File: config.mk
export PLATFORM = sky130hd
export DESIGN_NAME = frame_draw_scheduler
export DESIGN_NICKNAME = d
export VERILOG_FILES = /design/src/rtl/frame_draw_scheduler.sv
export SDC_FILE = /design/constraint.sdc
export NUM_CORES = 1
export LEC_CHECK = 0
export CAP_MARGIN = 20
export CORE_ASPECT_RATIO = 0.5
export CORE_UTILIZATION = 33
export DETAILED_ROUTE_END_ITERATION = 16
export MAX_ROUTING_LAYER = met4
export PLACE_DENSITY = 0.65
export SLEW_MARGIN = 25
export SYNTH_ARGS = -nofsm -noshare
export SYNTH_HDL_FRONTEND = slang
export SYNTH_SLANG_ARGS = --single-unit
File: constraint.sdc
create_clock -name clock -period 2.9 [get_ports clock]
set_input_delay 0.58 -clock clock [delete_from_list [all_inputs] [get_ports clock]]
set_output_delay 0.58 -clock clock [all_outputs]
set_load 0.01 [all_outputs]
File: src/rtl/frame_draw_scheduler.sv
// Per-frame render sequencer: scroll update, background draw, sprite draw.
// Ports: clock/resetn, frame_tick+scroll_*, bg_* and spr_* drawer handshakes
// and pixel buses, vga_* plot port, busy, frame_overrun.
// Optional macro FRAME_OVERRUN_CNT_EN adds overrun_count[7:0] (saturating).
module frame_draw_scheduler #(
    parameter int TILEMAP_LENGTH = 2000,
    parameter int SCREEN_TILES   = 20,
    parameter int SCROLL_STEP    = 1,
    parameter int COLOR_DEPTH    = 9
) (
    input  logic                   clock,
    input  logic                   resetn,
    input  logic                   frame_tick,
    input  logic                   scroll_right,
    input  logic                   scroll_left,
    output logic                   bg_enable,
    input  logic                   bg_done,
    output logic [10:0]            x_tile_offset,
    output logic [2:0]             x_pixel_offset,
    input  logic [7:0]             bg_x,
    input  logic [6:0]             bg_y,
    input  logic [COLOR_DEPTH-1:0] bg_color,
    input  logic                   bg_plot,
    output logic                   spr_start,
    input  logic                   spr_done,
    input  logic [7:0]             spr_x,
    input  logic [6:0]             spr_y,
    input  logic [COLOR_DEPTH-1:0] spr_color,
    input  logic                   spr_plot,
    output logic [7:0]             vga_x,
    output logic [6:0]             vga_y,
    output logic [COLOR_DEPTH-1:0] vga_color,
    output logic                   vga_plot,
    output logic                   busy,
`ifdef FRAME_OVERRUN_CNT_EN
    output logic [7:0]             overrun_count,
`endif
    output logic                   frame_overrun
);

    localparam int MAX_POS = (TILEMAP_LENGTH - SCREEN_TILES) * 8;
    localparam logic [14:0] MAX_W  = 15'(MAX_POS);
    localparam logic [14:0] STEP_W = 15'(SCROLL_STEP);
    localparam logic [13:0] STEP_N = 14'(SCROLL_STEP);

    typedef enum logic [2:0] {
        S_IDLE,
        S_SCROLL,
        S_BG_START,
        S_BG_WAIT_LO,
        S_BG_WAIT_HI,
        S_SPR_START,
        S_SPR_WAIT
    } state_e;

    state_e                 state_q, state_d;
    logic [13:0]            pos_q, pos_d;
    logic                   right_q, right_d;
    logic                   left_q, left_d;
    logic                   overrun_q, overrun_d;
    logic [7:0]             x_q, x_d;
    logic [6:0]             y_q, y_d;
    logic [COLOR_DEPTH-1:0] color_q, color_d;
    logic [14:0]            sum;

    assign sum = {1'b0, pos_q} + STEP_W;

    always_comb begin
        state_d   = state_q;
        pos_d     = pos_q;
        right_d   = right_q;
        left_d    = left_q;
        overrun_d = frame_tick && (state_q != S_IDLE);
        bg_enable = 1'b0;
        spr_start = 1'b0;
        vga_plot  = 1'b0;
        vga_x     = x_q;
        vga_y     = y_q;
        vga_color = color_q;
        case (state_q)
            S_IDLE: begin
                if (frame_tick) begin
                    right_d = scroll_right;
                    left_d  = scroll_left;
                    state_d = S_SCROLL;
                end
            end
            S_SCROLL: begin
                if (right_q && !left_q) begin
                    pos_d = (sum > MAX_W) ? MAX_W[13:0] : sum[13:0];
                end else if (left_q && !right_q) begin
                    pos_d = (pos_q < STEP_N) ? 14'd0 : pos_q - STEP_N;
                end
                state_d = S_BG_START;
            end
            S_BG_START: begin
                bg_enable = 1'b1;
                state_d   = S_BG_WAIT_LO;
            end
            S_BG_WAIT_LO, S_BG_WAIT_HI: begin
                vga_plot  = bg_plot;
                vga_x     = bg_x;
                vga_y     = bg_y;
                vga_color = bg_color;
                // Drawer may still report idle on entry; wait for it to drop first.
                if (state_q == S_BG_WAIT_LO) begin
                    if (!bg_done) state_d = S_BG_WAIT_HI;
                end else if (bg_done) begin
                    state_d = S_SPR_START;
                end
            end
            S_SPR_START, S_SPR_WAIT: begin
                vga_plot  = spr_plot;
                vga_x     = spr_x;
                vga_y     = spr_y;
                vga_color = spr_color;
                if (state_q == S_SPR_START) begin
                    spr_start = 1'b1;
                    state_d   = S_SPR_WAIT;
                end else if (spr_done) begin
                    state_d = S_IDLE;
                end
            end
            default: state_d = S_IDLE;
        endcase
        x_d     = vga_x;
        y_d     = vga_y;
        color_d = vga_color;
    end

    always_ff @(posedge clock or negedge resetn) begin
        if (!resetn) begin
            state_q   <= S_IDLE;
            pos_q     <= '0;
            right_q   <= 1'b0;
            left_q    <= 1'b0;
            overrun_q <= 1'b0;
            x_q       <= '0;
            y_q       <= '0;
            color_q   <= '0;
        end else begin
            state_q   <= state_d;
            pos_q     <= pos_d;
            right_q   <= right_d;
            left_q    <= left_d;
            overrun_q <= overrun_d;
            x_q       <= x_d;
            y_q       <= y_d;
            color_q   <= color_d;
        end
    end

    assign x_tile_offset  = pos_q[13:3];
    assign x_pixel_offset = pos_q[2:0];
    assign busy           = (state_q != S_IDLE);
    assign frame_overrun  = overrun_q;

`ifdef FRAME_OVERRUN_CNT_EN
    logic [7:0] ovr_cnt_q, ovr_cnt_d;

    always_comb begin
        ovr_cnt_d = ovr_cnt_q;
        if (overrun_q && (ovr_cnt_q != 8'hFF)) ovr_cnt_d = ovr_cnt_q + 8'd1;
    end

    always_ff @(posedge clock or negedge resetn) begin
        if (!resetn) ovr_cnt_q <= '0;
        else         ovr_cnt_q <= ovr_cnt_d;
    end

    assign overrun_count = ovr_cnt_q;
`endif

endmodule
==> out/metrics.cfg, run 1 <==
[clocking]
cts.clk_slew.worst_paths_ps=60
clockBufferDepth=2
cts-htree-levels=2
insertion_delay_ps=280
numCtsBuffers=5
cts_tree=done
cts_root_buffer=clkbuf_16
cts_sinks=44

[worst_setup_path]
critPathCaptureType=register
path_max_fanout=10
r2r_slack_ps=170
start_kind=register
cp.required_ps=3000
crit_type=reg -> reg
reg2reg_depth=7
crit_start=pos_q[1]
worstPathArrival_ps=2830
r2r_end=pos_q[10]
crit_end=pos_q[10]
timing.rr.start=pos_q[1]

[placement]
io_buffers=99
dp_hpwl_um=5790
post-place-ws_ps=246
gp_congestion=0.865

[power_and_ir_drop]
p_leak_nw=1.61
cellPowerDensity_nw_per_um2=1090
vdd_drop_max_mv=0.537

[yosys]
synth_cell_types=56
synthesis.area_um2=2700
avgSynthCellArea_um2=8.27
netlist_instances=326
async_reset_ff_share_pct=100
ys_ff_latch=44
synth_fp_nets=386
synth_edf_count=0
seq_area_frac_synth_pct=40.8
ys_warn_count=0
synth_ff_type=dfrtp_1

[die]
start_util_pct=35.4
die_w_um=130
coreArea_um2=7620
die_h_um=65.9
row_count=22
io_pins=100
die-area_um2=8560

[min_path]
hold_path_class=in -> async

[cells_and_area]
area_growth_pct=47.2
fillers=716
mostFrequentLayoutCell=clkdlybuf4s50_1
drive_gt1_share_pct=8.57
final_cell_mix=clkdlybuf4s50_1 (98), nand2_1 (74), dfrtp_1 (41), a22oi_1 (25), nor2_1 (20)
final_nets=482
antennaDiodeCount=0

[timing]
fmax_mhz=367
maxSlewHeadroom_pct=55.4
tightest_slew_ps=664
period_needed_ps=2730
worst_slack_ps=174
setup_violations=0
slew_viol_final=0
fin_crit_sh_pct=94.0
grt_setup_unrepaired=no
finalHoldViolations=0
tns_ps=0
fin_skew_ps=4.59

[routing]
dr_total_vias=2833
first_pass_iters=4
route.detailed.drc=0
via_per_inst=5.37
ant_nets=0
wire_per_inst_um=14.9
drtIter0Drc=123
routed_wl_um=7880

[global_routing]
grt-ovfl-total=0
grt_start_max_net_pins=45
antenna_found_initial=0
gr-usage-all-layers_pct=19.5
grt_pass1_vias=2739
grt_pass1_wl_um=12800

[run_status]
status=complete, no violations

[run]
cap_violations=0

[metrics by stage]
step | util (%) | area [um^2] | hold WS, ps | power (mW) | std cells
global route | 52.1 | 3970 | 345 | 4.69 | 528
finish | 52.1 | 3970 | 290 | 4.34 | 528
CTS | 51.9 | 3960 | 476 | 4.36 | 528
floorplan | - | 2700 | 284 | 2.52 | 326
global placement | 50.1 | 3820 | 455 | 3.76 | 523
detailed placement | 50.1 | 3820 | 459 | 3.81 | 523
[critical path: stages (launching register included)]
cell and delay (ps):
dfrtp_1 530, ha_1 390, a21oi_1 150, o311a_1 320
a211oi_1 290, nor3b_1 120, o311ai_2 510, o311ai_0 260
[routing by layer]
layer / share of wire, % / GRT usage (%) / wire [um] / up-vias
met5: 0 / - / 0 / -
met4: 1.3 / 5.38 / 104 / 0
met3: 5.9 / 4.77 / 467 / 14
met2: 50 / 33.5 / 3950 / 92
met1: 43 / 23.1 / 3350 / 1363
li1: - / - / - / 1364
[report_power, final]
part | internal [mW] | switching (mW)
clock | 0.304 | 0.209
sequential | 0.905 | 0.256
combinational | 1.31 | 1.36
[layout make-up]
type	instances	area, um^2	area share, %
Clock buffer	5	125	3.15
Inverter	7	26.3	0.662
Multi-Input combinational cell	250	1470	37.0
Sequential cell	44	1100	27.8
Tap cell	108	135	3.40
Timing Repair Buffer	114	1110	27.9
[registers in the layout, summed over array words and instances (netlist names)]
register	flops
color_q	9
frame_overrun	1
left_q	1
pos_q	14
right_q	1
state_q	3
x_q	8
y_q	7
[cells by family (layout without fill, tap and decap cells)]
kind of cell | Yosys count | after routing | synth area share, %
xor+xnor | 4 | 4 | 1.30
flops | 44 | 44 | 40.8
mux | 4 | 4 | 1.58
fa+ha+maj | 3 | 3 | 1.39
buf+inv | 32 | 126 | 5.20
compound gates | 93 | 93 | 24.2
simple gates | 146 | 146 | 25.5
[worst min-delay path by stage]
stage          startpoint          to  slack, ps  cells after the start
2_1_floorplan      resetn  color_q[0]        280                      0
3_3_place_gp       y_q[6]      y_q[6]        450                      2
3_5_place_dp       x_q[1]      x_q[1]        460                      2
4_1_cts        color_q[3]  color_q[3]        480                      2
5_1_grt            resetn      y_q[5]        340                      1
6_report           resetn      x_q[7]        290                      1
[repair_timing]
item	4_1_cts	5_1_grt
pin swaps	0	0
hold buffers	0	0
buffers inserted	0	0
endpoints found under the setup margin	16	18
resized for setup	1	5
[Yosys cell counts (2+ instances only)]
cell / count / share of area [%]
xnor2_1: 4 / 1.3
and2_1: 2 / 0.46
buf_6: 2 / 0.84
o31ai_1: 2 / 0.56
nor4_1: 5 / 1.2
a31oi_1: 2 / 0.46
nand4_1: 3 / 0.70
clkbuf_1: 21 / 2.9
o311ai_0: 3 / 0.97
a221o_1: 4 / 1.5
dfrtp_1: 44 / 41
ha_1: 3 / 1.4
a211oi_1: 2 / 0.56
or3_1: 7 / 1.6
nand2b_1: 6 / 1.4
o21ai_0: 19 / 3.5
a21oi_1: 16 / 3.0
nor3b_1: 2 / 0.56
o221ai_1: 3 / 0.97
nor2b_1: 2 / 0.46
inv_1: 7 / 0.97
mux2i_1: 2 / 0.74
nand3_1: 9 / 1.7
nor2_1: 20 / 2.8
a22oi_1: 25 / 7.0
nand2_1: 74 / 10
o21ai_1: 2 / 0.37
nor3_1: 5 / 0.93
and3_1: 2 / 0.46
mux2_2: 2 / 0.84
Power figures use the tool's default switching activity.
==> run 2, diff against run 1 <==
--- a/config.mk
+++ b/config.mk
@@ -11,7 +11,6 @@
 export DETAILED_ROUTE_END_ITERATION = 16
 export MAX_ROUTING_LAYER = met4
 export PLACE_DENSITY = 0.65
-export SLEW_MARGIN = 25
 export SYNTH_ARGS = -nofsm -noshare
 export SYNTH_HDL_FRONTEND = slang
 export SYNTH_SLANG_ARGS = --single-unit
==> run 2 against run 1 <==
Against the previous run:
- cell count is 0.19% higher
- via count is 0.11% higher
- flip-flop and latch count stayed put
- core utilization is 0.23 points higher
- global-route usage stayed put
- sequential power hardly changed
- count of clock-buffer cells in the layout stayed put
- highest routed layer unchanged
==> out/metrics.cfg, run 2 (synthesis gave the netlist of run 1 again) <==
[die]
die_w_um=130
die-area_um2=8560
start_util_pct=35.4
io_pins=100
coreArea_um2=7620
die_h_um=65.9
row_count=22

[timing]
slew_viol_final=0
fmax_mhz=362
tightest_slew_ps=659
fin_crit_sh_pct=95.4
fin_skew_ps=4.20
worst_slack_ps=134
maxSlewHeadroom_pct=55.6
tns_ps=0
grt_setup_unrepaired=no
setup_violations=0
period_needed_ps=2770
finalHoldViolations=0

[power_and_ir_drop]
combPwrFrac_pct=61.5
clockPowerShare_pct=11.8
switchingPower_mw=1.83
switching_share_pct=42.1
vdd_drop_max_mv=0.535
p_leak_nw=1.62
seq_power_share_pct=26.7
cellPowerDensity_nw_per_um2=1090
internal_power_mw=2.52

[worst_setup_path]
crit_type=reg -> reg
slowest_stage=dfrtp_1
r2r_slack_ps=130
worstPathArrival_ps=2860
start_kind=register
path_max_fanout=10
cp.required_ps=2990
timing.rr.start=pos_q[1]
reg2reg_depth=7
crit_end=pos_q[10]
crit_start=pos_q[1]
r2r_end=pos_q[10]
critPathCaptureType=register
max_stage_delay_ps=530
cp_cell_sequence=ha_1 > a21oi_1 > o311a_1 > a211oi_1 > nor3b_1 > o311ai_2 > o311ai_0

[global_routing]
gr-usage-all-layers_pct=19.5
grt_pass1_vias=2739
grt-ovfl-total=0
antenna_found_initial=0
grt_start_max_net_pins=45
grt_pass1_wl_um=12800

[placement]
dp_hpwl_um=5790
gp_congestion=0.865
post-place-ws_ps=246
io_buffers=99

[cells_and_area]
largest_register=pos_q
drive_gt1_share_pct=8.79
area_growth_pct=47.9
final_cell_mix=clkdlybuf4s50_1 (98), nand2_1 (74), dfrtp_1 (41), a22oi_1 (25), nor2_1 (20)
fillers=716
antennaDiodeCount=0
seqCellArea_um2=1100
largest_register_ffs=14
multi_input_area_um2=1470
reg_top3=pos_q: 14 flops, color_q: 9 flops, x_q: 8 flops
final_nets=483
mostFrequentLayoutCell=clkdlybuf4s50_1

[clocking]
insertion_delay_ps=280
cts.clk_slew.worst_paths_ps=60
cts_tree=done
numCtsBuffers=5
cts_root_buffer=clkbuf_16
cts_sinks=44
ctsHoldBuffers=0
cts-htree-levels=2
post-cts-setup-buffer-count=0
clockBufferDepth=2

[min_path]
hold_path_class=in -> async

[routing]
route.detailed.drc=0
via_per_inst=5.36
first_pass_iters=4
routed_wl_um=7870
wire_per_inst_um=14.9
drtIter0Drc=122
ant_nets=0
dr_total_vias=2836

[run]
cap_violations=0

[run_status]
status=complete, no violations

==> run 2: cell types whose count changed in the layout (fill, tap and decap cells not counted) <==
cell | previous run | this run
buf_12 | 0 | 1
buf_2 | 0 | 1
buf_4 | 14 | 13
==> run 2: per-layer routing <==
layer | vias up | track usage, % | wire length, um
met5 | - | - | 0
met4 | 0 | 5.38 | 85
met3 | 10 | 4.77 | 522
met2 | 110 | 33.5 | 3960
met1 | 1349 | 23.1 | 3310
li1 | 1367 | - | -
==> run 2: layout make-up <==
class / count / share of cell area, %
inverter: 7 / 0.659
clock buffer: 5 / 3.14
sequential: 44 / 27.7
multi-input combinational: 250 / 36.9
tap: 108 / 3.39
timing repair buffer: 115 / 28.2
==> run 2: metrics by stage <==
stage	hold slack (ps)	power [mW]	utilization [%]	std cells	instance area [um^2]
floorplan	284	2.52	-	326	2700
global placement	455	3.76	50.1	523	3820
detailed placement	459	3.81	50.1	523	3820
CTS	476	4.36	51.9	528	3960
global route	199	4.69	52.3	529	3990
finish	180	4.35	52.3	529	3990
==> run 2: repair_timing <==
item / in CTS / in global routing
setup endpoints to repair: 16 / 18
resized for setup: 1 / 5
hold endpoints to repair: 0 / 0
==> run 2: worst min-delay path by stage <==
stage	startpoint	to	cells past startpoint
floorplan	resetn	color_q[0]	0
global placement	y_q[6]	y_q[6]	2
detailed placement	x_q[1]	x_q[1]	2
CTS	color_q[3]	color_q[3]	2
global route	resetn	y_q[5]	1
finish	resetn	x_q[7]	1
==> run 2: power by group through the flow <==
stage	logic, mW	clock network, mW	registers [mW]
6_report	2.67	0.512	1.16
5_1_grt	2.93	0.552	1.21
4_1_cts	2.67	0.531	1.15
3_5_place_dp	2.65	0	1.16
3_3_place_gp	2.61	0	1.14
2_1_floorplan	1.45	0	1.07
==> run 2: critical path, delay by kind of cell (launching register included) <==
family / cells / cell delay, ps
AOI/OAI and AO/OA: 5 / 1550
adders and majority gates: 1 / 390
DFF: 1 / 530
and+or+nand+nor: 1 / 120
==> run 3, diff against run 2 <==
--- a/config.mk
+++ b/config.mk
@@ -8,6 +8,7 @@
 export CAP_MARGIN = 20
 export CORE_ASPECT_RATIO = 0.5
 export CORE_UTILIZATION = 33
+export CTS_BUF_LIST = sky130_fd_sc_hd__clkbuf_2 sky130_fd_sc_hd__clkbuf_4 sky130_fd_sc_hd__clkbuf_8
 export DETAILED_ROUTE_END_ITERATION = 16
 export MAX_ROUTING_LAYER = met4
 export PLACE_DENSITY = 0.65
==> run 3 against run 2 <==
Against the previous run:
- hold slack lost 10 ps
- global-route usage is 0.26 points lower
- die area unchanged
- non-clock buffer count did not move
- via count down 0.18%
- clock skew up 7.5 ps
- cell count unchanged
- wire length shrank 0.62%
- count of clock-buffer cells in the layout is the same
- flip-flop and latch count stayed put
- combinational power about the same
- critical endpoint is now vga_color[2]
- largest power group unchanged
- highest routed layer unchanged
==> out/metrics.cfg, run 3 (synthesis gave the netlist of run 1 again) <==
[worst_setup_path]
start_kind=register
crit_type=reg -> out
cp.required_ps=2320
path_max_fanout=14
critPathCaptureType=primary output
worstPathArrival_ps=2150
max_stage_delay_ps=550
crit_start=state_q[1]
path_buf_inv=2
cp_cell_sequence=nand2b_1 > a21oi_2 > buf_4 > a22oi_1 > nand2_1 > clkdlybuf4s50_1
slowest_stage=clkdlybuf4s50_1
cp_top_family=buffers and inverters
timing.rr.start=pos_q[1]

[routing]
wire_per_inst_um=14.8
drtIter0Drc=157
route.detailed.drc=0
routed_wl_um=7820
via_per_inst=5.35
ant_nets=0
first_pass_iters=4
dr_total_vias=2831

[timing]
finalHoldViolations=0
setup_violations=0
fmax_mhz=367
maxSlewHeadroom_pct=57.9
tns_ps=0
fin_skew_ps=11.7
grt_setup_unrepaired=no
period_needed_ps=2730
slew_viol_final=0
tightest_slew_ps=627
hold_slack_ps=170
fin_crit_sh_pct=94.0

[cells_and_area]
final_util_pct=51.6
final_cell_mix=clkdlybuf4s50_1 (98), nand2_1 (74), dfrtp_1 (41), a22oi_1 (25), nor2_1 (20)
mostFrequentLayoutCell=clkdlybuf4s50_1
largest_register_ffs=14
reg_top3=pos_q: 14 flops, color_q: 9 flops, x_q: 8 flops
area_growth_pct=45.8
antennaDiodeCount=0
final_nets=483
drive_gt1_share_pct=8.79
stdcell_count=529
largest_register=pos_q
fin_area_um2=3930

[die]
die_h_um=65.9
row_count=22
die_w_um=130
start_util_pct=35.4
io_pins=100
die-area_um2=8560
coreArea_um2=7620

[placement]
placed_cell_area_um2=3820
gp_congestion=0.865
dp_hpwl_um=5790
io_buffers=99
dpl.cell_count=523

[clocking]
cts-htree-levels=2
clockBufferDepth=2
insertion_delay_ps=290
numCtsBuffers=5
cts_sinks=44
cts_tree=done
cts.clk_slew.worst_paths_ps=70
cts_root_buffer=clkbuf_8
post-cts-setup-buffer-count=0

[run]
cap_violations=0

[global_routing]
grt_start_max_net_pins=45
gr-usage-all-layers_pct=19.3
gr-usage-met3_pct=4.85
antenna_found_initial=0
grt_pass1_vias=2716
use_met2_pct=33.1
grt_pass1_wl_um=12700
top_usage_layer=met2
grt-ovfl-total=0
grtUsageMet1_pct=22.6

[power_and_ir_drop]
vdd_drop_max_mv=0.520
p_leak_nw=1.59
cellPowerDensity_nw_per_um2=1060

[min_path]
hold_path_class=in -> async

[run_status]
status=complete, no violations

run 3: cell counts in the layout (fill, tap and decap cells not counted):
No cell type changed its count.
run 3: worst paths after layout:
kind	end	slack, ps	cells past startpoint
min reg2reg	x_q[1]	480	2
max in group asynchronous	state_q[1]	2250	2
min in group clock	x_q[1]	480	2
min	x_q[7]	170	1
max	vga_color[2]	170	6
max reg2reg	pos_q[10]	250	7
run 3: cell type report:
cell class	count	area, um^2
timing repair buffer	115	1130
clock buffer	5	68.8
tap	108	135
multi-input combinational	250	1470
fill	728	3690
inverter	7	26.3
sequential	44	1100
run 3: worst register-to-register path: stages (launching register included):
cell      delay (ps)
dfrtp_1          530
ha_1             400
a21oi_1          150
o311a_1          320
a211oi_1         290
nor3b_1          110
o311ai_2         450
o311ai_0         250
run 3: metal layers:
layer / vias up / part of all wire (%) / routed length (um)
li1: 1369 / - / -
met1: 1357 / 43 / 3360
met2: 95 / 50 / 3930
met3: 10 / 5.8 / 453
met4: 0 / 1.1 / 85
met5: - / 0 / 0
run 3: where the power goes:
group / switching [mW] / internal [mW] / leakage, nW
Clock: 0.187 / 0.156 / 0.0359
Sequential: 0.256 / 0.903 / 0.543
Combinational: 1.37 / 1.31 / 1.01
run 3: stage by stage:
stage	setup WS, ps	total power [mW]
2_1_floorplan	341	2.52
3_3_place_gp	326	3.76
3_5_place_dp	246	3.81
4_1_cts	61.8	4.19
5_1_grt	14.1	4.51
6_report	173	4.18
run 3: repair_timing:
item	CTS	global route
hold buffers	0	0
setup endpoints to repair	17	25
gates resized for setup	1	5
cloned	0	0
pin swaps	0	1
